`src/rtl/riscv_pkg.sv`:
```
// riscv_pkg: RV32I class and ALU-op codes, opcodes and instruction field positions,
// shared by the instruction decoder and inst_encoder.
package riscv_pkg;

    typedef enum logic [3:0] {
        CLS_R      = 4'd0,
        CLS_IALU   = 4'd1,
        CLS_LOAD   = 4'd2,
        CLS_STORE  = 4'd3,
        CLS_LUI    = 4'd4,
        CLS_AUIPC  = 4'd5,
        CLS_BRANCH = 4'd6,
        CLS_JAL    = 4'd7,
        CLS_JALR   = 4'd8
    } inst_class_e;

    typedef enum logic [4:0] {
        ALU_ADD  = 5'd0,
        ALU_SUB  = 5'd1,
        ALU_SLL  = 5'd2,
        ALU_SLT  = 5'd3,
        ALU_SLTU = 5'd4,
        ALU_XOR  = 5'd5,
        ALU_SRL  = 5'd6,
        ALU_SRA  = 5'd7,
        ALU_OR   = 5'd8,
        ALU_AND  = 5'd9,
        ALU_LUI  = 5'd10
    } alu_op_e;

    localparam logic [6:0] OPC_OP     = 7'b0110011;
    localparam logic [6:0] OPC_OP_IMM = 7'b0010011;
    localparam logic [6:0] OPC_LOAD   = 7'b0000011;
    localparam logic [6:0] OPC_STORE  = 7'b0100011;
    localparam logic [6:0] OPC_LUI    = 7'b0110111;
    localparam logic [6:0] OPC_AUIPC  = 7'b0010111;
    localparam logic [6:0] OPC_BRANCH = 7'b1100011;
    localparam logic [6:0] OPC_JAL    = 7'b1101111;
    localparam logic [6:0] OPC_JALR   = 7'b1100111;

    localparam logic [6:0] FUNCT7_BASE = 7'b0000000;
    localparam logic [6:0] FUNCT7_ALT  = 7'b0100000;

    localparam int RD_LSB  = 7;
    localparam int F3_LSB  = 12;
    localparam int RS1_LSB = 15;
    localparam int RS2_LSB = 20;
    localparam int F7_LSB  = 25;

    function automatic logic [2:0] alu_funct3(input logic [4:0] op);
        logic [2:0] f3;
        case (op)
            ALU_SLL:          f3 = 3'b001;
            ALU_SLT:          f3 = 3'b010;
            ALU_SLTU:         f3 = 3'b011;
            ALU_XOR:          f3 = 3'b100;
            ALU_SRL, ALU_SRA: f3 = 3'b101;
            ALU_OR:           f3 = 3'b110;
            ALU_AND:          f3 = 3'b111;
            default:          f3 = 3'b000;
        endcase
        return f3;
    endfunction

    function automatic logic alu_is_shift(input logic [4:0] op);
        return (op == ALU_SLL) || (op == ALU_SRL) || (op == ALU_SRA);
    endfunction

    function automatic logic alu_uses_alt(input logic [4:0] op);
        return (op == ALU_SUB) || (op == ALU_SRA);
    endfunction

    // Every RV32I format is the R layout with its slots refilled by scrambled immediates.
    function automatic logic [31:0] pack_fields(input logic [6:0] f7, input logic [4:0] rs2,
                                                input logic [4:0] rs1, input logic [2:0] f3,
                                                input logic [4:0] rd, input logic [6:0] opc);
        logic [31:0] w;
        w = 32'(opc);
        w[RD_LSB  +: 5] = rd;
        w[F3_LSB  +: 3] = f3;
        w[RS1_LSB +: 5] = rs1;
        w[RS2_LSB +: 5] = rs2;
        w[F7_LSB  +: 7] = f7;
        return w;
    endfunction

endpackage

```
`src/rtl/inst_packer.sv`:
```
// inst_packer: combinational RV32I field packing for one encode request; out-of-range
// fields are truncated here, legality is judged by the caller.
module inst_packer
    import riscv_pkg::*;
(
    input  logic [3:0]  cls,
    input  logic [4:0]  alu_op,
    input  logic [2:0]  funct3,
    input  logic [4:0]  rd,
    input  logic [4:0]  rs1,
    input  logic [4:0]  rs2,
    input  logic [31:0] imm,
    output logic [31:0] word
);

    logic [2:0]  alu_f3;
    logic [6:0]  alu_f7;
    logic [6:0]  b_hi;
    logic [4:0]  b_lo;
    logic [19:0] j_imm;

    always_comb begin
        alu_f3 = alu_funct3(alu_op);
        alu_f7 = alu_uses_alt(alu_op) ? FUNCT7_ALT : FUNCT7_BASE;
        b_hi   = {imm[12], imm[10:5]};
        b_lo   = {imm[4:1], imm[11]};
        j_imm  = {imm[20], imm[10:1], imm[11], imm[19:12]};
        word   = '0;
        case (cls)
            CLS_R:      word = pack_fields(alu_f7, rs2, rs1, alu_f3, rd, OPC_OP);
            CLS_IALU: begin
                if (alu_is_shift(alu_op))
                    word = pack_fields(alu_f7, imm[4:0], rs1, alu_f3, rd, OPC_OP_IMM);
                else
                    word = pack_fields(imm[11:5], imm[4:0], rs1, alu_f3, rd, OPC_OP_IMM);
            end
            CLS_LOAD:   word = pack_fields(imm[11:5], imm[4:0], rs1, funct3, rd, OPC_LOAD);
            CLS_JALR:   word = pack_fields(imm[11:5], imm[4:0], rs1, 3'b000, rd, OPC_JALR);
            CLS_STORE:  word = pack_fields(imm[11:5], rs2, rs1, funct3, imm[4:0], OPC_STORE);
            CLS_BRANCH: word = pack_fields(b_hi, rs2, rs1, funct3, b_lo, OPC_BRANCH);
            CLS_LUI:    word = pack_fields(imm[31:25], imm[24:20], imm[19:15], imm[14:12], rd, OPC_LUI);
            CLS_AUIPC:  word = pack_fields(imm[31:25], imm[24:20], imm[19:15], imm[14:12], rd, OPC_AUIPC);
            CLS_JAL:    word = pack_fields(j_imm[19:13], j_imm[12:8], j_imm[7:3], j_imm[2:0], rd, OPC_JAL);
            default:    word = '0;
        endcase
    end

endmodule

```
`src/rtl/inst_encoder.sv`:
```
// inst_encoder: accepts RV32I encode requests and writes each word to successive
// instruction-memory addresses. Define ENC_ILLEGAL_CHECK_EN to reject illegal requests with err.
//
// state    | meaning
// ST_IDLE  | req_ready high, waiting for a request
// ST_WRITE | encoded word on mem_*, held until mem_ready
module inst_encoder
    import riscv_pkg::*;
#(
    parameter logic [31:0] BASE_ADDR = 32'h0000_0000,
    parameter int          DEPTH     = 256
) (
    input  logic        clk,
    input  logic        rst_n,
    input  logic        req_valid,
    output logic        req_ready,
    input  logic [3:0]  req_class,
    input  logic [4:0]  req_alu_op,
    input  logic [2:0]  req_funct3,
    input  logic [4:0]  req_rd,
    input  logic [4:0]  req_rs1,
    input  logic [4:0]  req_rs2,
    input  logic [31:0] req_imm,
    output logic        mem_we,
    output logic [31:0] mem_addr,
    output logic [31:0] mem_wdata,
    input  logic        mem_ready,
    output logic [15:0] inst_count,
    output logic        wrapped,
    output logic        err
);

    localparam int AW = $clog2(DEPTH);

    typedef enum logic {ST_IDLE, ST_WRITE} state_e;

    state_e        state_q, state_d;
    logic          live_q;
    logic [AW-1:0] idx_q;
    logic [15:0]   count_q;
    logic          wrapped_q;
    logic [31:0]   word;
    logic          accept;
    logic          illegal;
    logic          done;

    inst_packer u_packer (
        .cls    (req_class),
        .alu_op (req_alu_op),
        .funct3 (req_funct3),
        .rd     (req_rd),
        .rs1    (req_rs1),
        .rs2    (req_rs2),
        .imm    (req_imm),
        .word   (word)
    );

    // live_q keeps req_ready low until the first edge after reset release.
    assign req_ready  = live_q && (state_q == ST_IDLE);
    assign accept     = req_valid && req_ready;
    assign done       = (state_q == ST_WRITE) && mem_ready;
    assign mem_we     = (state_q == ST_WRITE);
    assign mem_addr   = BASE_ADDR + (32'(idx_q) << 2);
    assign inst_count = count_q;
    assign wrapped    = wrapped_q;

    always_comb begin
        state_d = state_q;
        case (state_q)
            ST_IDLE:  if (accept && !illegal) state_d = ST_WRITE;
            ST_WRITE: if (mem_ready) state_d = ST_IDLE;
            default:  state_d = ST_IDLE;
        endcase
    end

    always_ff @(posedge clk or negedge rst_n) begin
        if (!rst_n) begin
            state_q <= ST_IDLE;
            live_q  <= 1'b0;
        end else begin
            state_q <= state_d;
            live_q  <= 1'b1;
        end
    end

    always_ff @(posedge clk or negedge rst_n) begin
        if (!rst_n) begin
            mem_wdata <= '0;
        end else if (accept && !illegal) begin
            mem_wdata <= word;
        end
    end

    // DEPTH is a power of two, so the index wraps back to BASE_ADDR on its own.
    always_ff @(posedge clk or negedge rst_n) begin
        if (!rst_n) begin
            idx_q     <= '0;
            count_q   <= '0;
            wrapped_q <= 1'b0;
        end else if (done) begin
            idx_q <= idx_q + AW'(1);
            if (count_q != 16'hFFFF)
                count_q <= count_q + 16'd1;
            if (idx_q == {AW{1'b1}})
                wrapped_q <= 1'b1;
        end
    end

`ifdef ENC_ILLEGAL_CHECK_EN
    logic signed [31:0] simm;
    logic               fits_i;
    logic               fits_b;
    logic               fits_j;
    logic               err_q;

    assign simm   = req_imm;
    assign fits_i = (simm >= -32'sd2048) && (simm <= 32'sd2047);
    assign fits_b = (simm >= -32'sd4096) && (simm <= 32'sd4095) && !req_imm[0];
    assign fits_j = (simm >= -32'sd1048576) && (simm <= 32'sd1048575) && !req_imm[0];

    always_comb begin
        illegal = 1'b0;
        case (req_class)
            CLS_R:      illegal = (req_alu_op == ALU_LUI);
            CLS_IALU: begin
                if (alu_is_shift(req_alu_op))
                    illegal = (req_imm[31:5] != '0);
                else
                    illegal = !fits_i || (req_alu_op == ALU_SUB) || (req_alu_op == ALU_LUI);
            end
            CLS_LOAD:   illegal = !fits_i || (req_funct3 == 3'b011) || (req_funct3[2:1] == 2'b11);
            CLS_STORE:  illegal = !fits_i || (req_funct3 > 3'b010);
            CLS_BRANCH: illegal = !fits_b || (req_funct3[2:1] == 2'b01);
            CLS_JAL:    illegal = !fits_j;
            CLS_JALR:   illegal = !fits_i;
            CLS_LUI, CLS_AUIPC: illegal = 1'b0;
            default:    illegal = 1'b1;
        endcase
    end

    always_ff @(posedge clk or negedge rst_n) begin
        if (!rst_n)
            err_q <= 1'b0;
        else
            err_q <= accept && illegal;
    end

    assign err = err_q;
`else
    assign illegal = 1'b0;
    assign err     = 1'b0;
`endif

endmodule

```
`config.mk`:
```
export PLATFORM = sky130hd
export DESIGN_NAME = inst_encoder
export DESIGN_NICKNAME = d
export VERILOG_FILES = /design/src/rtl/riscv_pkg.sv /design/src/rtl/inst_packer.sv /design/src/rtl/inst_encoder.sv
export SDC_FILE = /design/constraint.sdc
export NUM_CORES = 1
export LEC_CHECK = 0
export BUFFER_PORTS_ARGS = -buffer_cell sky130_fd_sc_hd__buf_2
export CORE_UTILIZATION = 31
export DETAILED_ROUTE_END_ITERATION = 10
export GPL_TIMING_DRIVEN = 0
export PLACE_DENSITY = 0.59
export RECOVER_POWER = 50
export SETUP_SLACK_MARGIN = 0.4
export SYNTH_ARGS = -nofsm -noshare
export SYNTH_HDL_FRONTEND = slang
export SYNTH_SLANG_ARGS = --single-unit
```
`constraint.sdc`:
```
create_clock -name clk -period 1.6 [get_ports clk]
set_input_delay 0.48 -clock clk [delete_from_list [all_inputs] [get_ports clk]]
set_output_delay 0.48 -clock clk [all_outputs]
set_load 0.01 [all_outputs]
```
==> impl_results.md <==
* Final worst-path cycle share at 0.975
* Vias in the first global route at ~3,700
* Root buf cell: clkbuf_16
* Worst-path maximum fanout at 6
* Die Footprint at around 12,000 um^2
* Placement Rows at 38
* Top-count cell post-synth: dfrtp_1
* Total CTS buffers at 9
* Setup crit end kind: flip-flop
* Largest net degree at the start of global routing at 59
* DR pass1 iterations at 4
* Diodes inserted at 0
* Hold Crit Class: in -> async
* Post-synth EDFFs at 0
* Clock Sinks at 58
* Total of max-cap violations at 0
* Design Power at 5.80 mW
* Worst hold slack at around 280 ps
* CP arrival at 1760 ps
* Required @ worst endpoint at approximately 1800 ps
* Layout Cells excl Fill at around 740
* Final setup viols at 0
* Dpl cells at approximately 650
* Initial antenna violation count at 0
* GPL Wtd Cong at around 0.8
* Main synth FF type: dfrtp_1
* FF-to-FF path depth at 7
* First-pass GRT wire length at around 18,000 um
* Remaining DRCs at 0
* Mapped Avg Cell Area at 9.71 um^2
* Initial Util at 0.322
* Slew Viols, Final at 0
* Maximum root-to-sink buffer count at 2
* Synth cell types at 66
* Mapped cell area at approximately 3500 um^2
* Core ar. at between 10,000 and 15,000 um^2
* Top post-synthesis cells by area: dfrtp_1 41%, buf_4 6.2%, nand2_1 3.5%, xor2_1 3.2%, nand3_1 2.8%
* FFs w/ async S/R, synth at 1.00
* Post-route minimum period at roughly 1600 ps
* Die Y at about 110 um
* Pre-CTS WS at -259 ps
* WL final at about 12,000 um
* Pwr per Cell Area at between 900 and 1000 nW/um^2
* Max Clk Rate at 0.641 GHz
* Yosys top cell area share at 0.412
* Routed Antenna Nets at 0
* RSZ-0062 raised after global routing: yes
* Slew headroom at 0.433
* Ports at ~150
* Worst-path clk slew at around 50 ps
* Synth area leader: dfrtp_1
* Static leakage at 2.84 nW
* Peak supply drop at 584 uV
* Status: complete, no violations
* Kind of critical path: reg -> reg
* Layout Skew at 6.18 ps
* Commonest cells in the netlist: 58 x dfrtp_1, 33 x nand2_1, 29 x buf_4
* CTS tree: done
* Final Worst Setup Slack at 39.6 ps
* Via/cell ratio at 5.05
* Total grt overflow at 0
* Worst skew pair latency at 320 ps
* Synth warn at 0
* Nets at about 660
* Total number of vias at 3,745
* Placed wire-length estimate at just under 8000 um
* Crit path launch type: flip-flop
* Final Hold Vio Count at 0
* Die Wd at ~110 um
* Initial DRC Count at approximately 170
* CTS H-Tree Depth at 3
* Hold buffers post-CTS at 0
* Port Buffers at 119
* Layout cells sized above 1 at 0.518
* Routed wire length per instance at between 15 and 20 um
* Synthesized flop and latch total at 58
* Slew at the pin closest to its max-slew limit at around 850 ps
* Layout area overhead at 67.8%
* Mapped Cells at between 300 and 400
* Register area share after synthesis at 0.412
* GRT Util Overall at 0.199
sequential cells by signal, indices dropped and copies added (netlist names):
register    count
live_q          1
idx_q           8
inst_count     16
mem_we          1
wrapped         1
mem_wdata      31
placed cells by master, fill, tap and decap left out, types with 7 or more instances in the layout:
| master | count |
|---|---|
| buf_4 | 90 |
| dfrtp_2 | 8 |
| a32oi_1 | 11 |
| nor2_1 | 19 |
| dfrtp_1 | 50 |
| buf_2 | 83 |
| xor2_1 | 13 |
| buf_6 | 41 |
| conb_1 | 26 |
| o211ai_1 | 7 |
| a221o_1 | 9 |
| a21oi_1 | 8 |
| nand2_1 | 32 |
| nand3_1 | 11 |
| clkbuf_16 | 11 |
| clkbuf_1 | 22 |
| xnor2_1 | 10 |
worst max-delay path, cell delays in order, from the launching register on:
cell and delay (ps):
dfrtp_1 470, ha_4 210, nand3_4 90, nor2_4 190
buf_6 170, buf_4 130, a21oi_4 40, xor2_1 140
stage by stage:
| stage | setup TNS, ps | cell area [um^2] | util |
|---|---|---|---|
| floorplan | 0 | 3860 | - |
| global placement | -10060 | 4630 | 0.423 |
| detailed placement | -12020 | 4630 | 0.423 |
| CTS | 0 | 5620 | 0.514 |
| global route | 0 | 5910 | 0.541 |
| finish | 0 | 5910 | 0.541 |
logic make-up after synthesis:
logic type                 synth area share
AOI/OAI and AO/OA                     0.208
xor gates and xnor gates             0.0643
adders and majority gates           0.00710
buffers and inverters                 0.102
DFF                                   0.412
muxes                                0.0124
other                               0.00213
and+or+nand+nor                       0.192
report_power, final:
part | switching (mW) | internal, mW
clock network | 0.650 | 1.08
logic | 0.949 | 1.12
registers | 0.248 | 1.75
total | 1.85 | 3.95
metal layers:
layer	track usage	share of wire	vias to the layer above
met5	0	0	-
met4	0.0512	0.010	0
met3	0.0377	0.048	16
met2	0.351	0.53	133
met1	0.248	0.42	1830
li1	-	-	1766
worst paths after layout:
| kind | from | end | slack, ps |
|---|---|---|---|
| setup / recovery | inst_count[0]$_DFFE_PN0P_ | inst_count[7]$_DFFE_PN0P_ | 40 |
| hold / removal | rst_n | inst_count[5]$_DFFE_PN0P_ | 280 |
| setup reg to reg | inst_count[0]$_DFFE_PN0P_ | inst_count[7]$_DFFE_PN0P_ | 40 |
| hold reg to reg | mem_wdata[4]$_DFFE_PN0P_ | mem_wdata[4]$_DFFE_PN0P_ | 490 |
| max in group asynchronous | rst_n | inst_count[14]$_DFFE_PN0P_ | 710 |
| min in group clk | req_imm[9] | mem_wdata[29]$_DFFE_PN0P_ | 410 |
layout make-up:
cell class | instances | area (um^2)
fillers | 1042 | 5020
multi-input cells | 276 | 2150
flip-flops and latches | 58 | 1460
repair buffers | 199 | 1360
plain buffers | 48 | 480
clock buffers | 13 | 250
well taps | 140 | 175
inverters | 5 | 18.8
clock inverters | 3 | 15.0
repair_timing:
item	CTS	global route
buffers inserted	54	23
endpoints found under the hold margin	0	0
resized for setup	58	44
setup endpoints to repair	168	112
gates cloned	2	1
pin swaps	31	26
(Power assumes the default switching activity.)
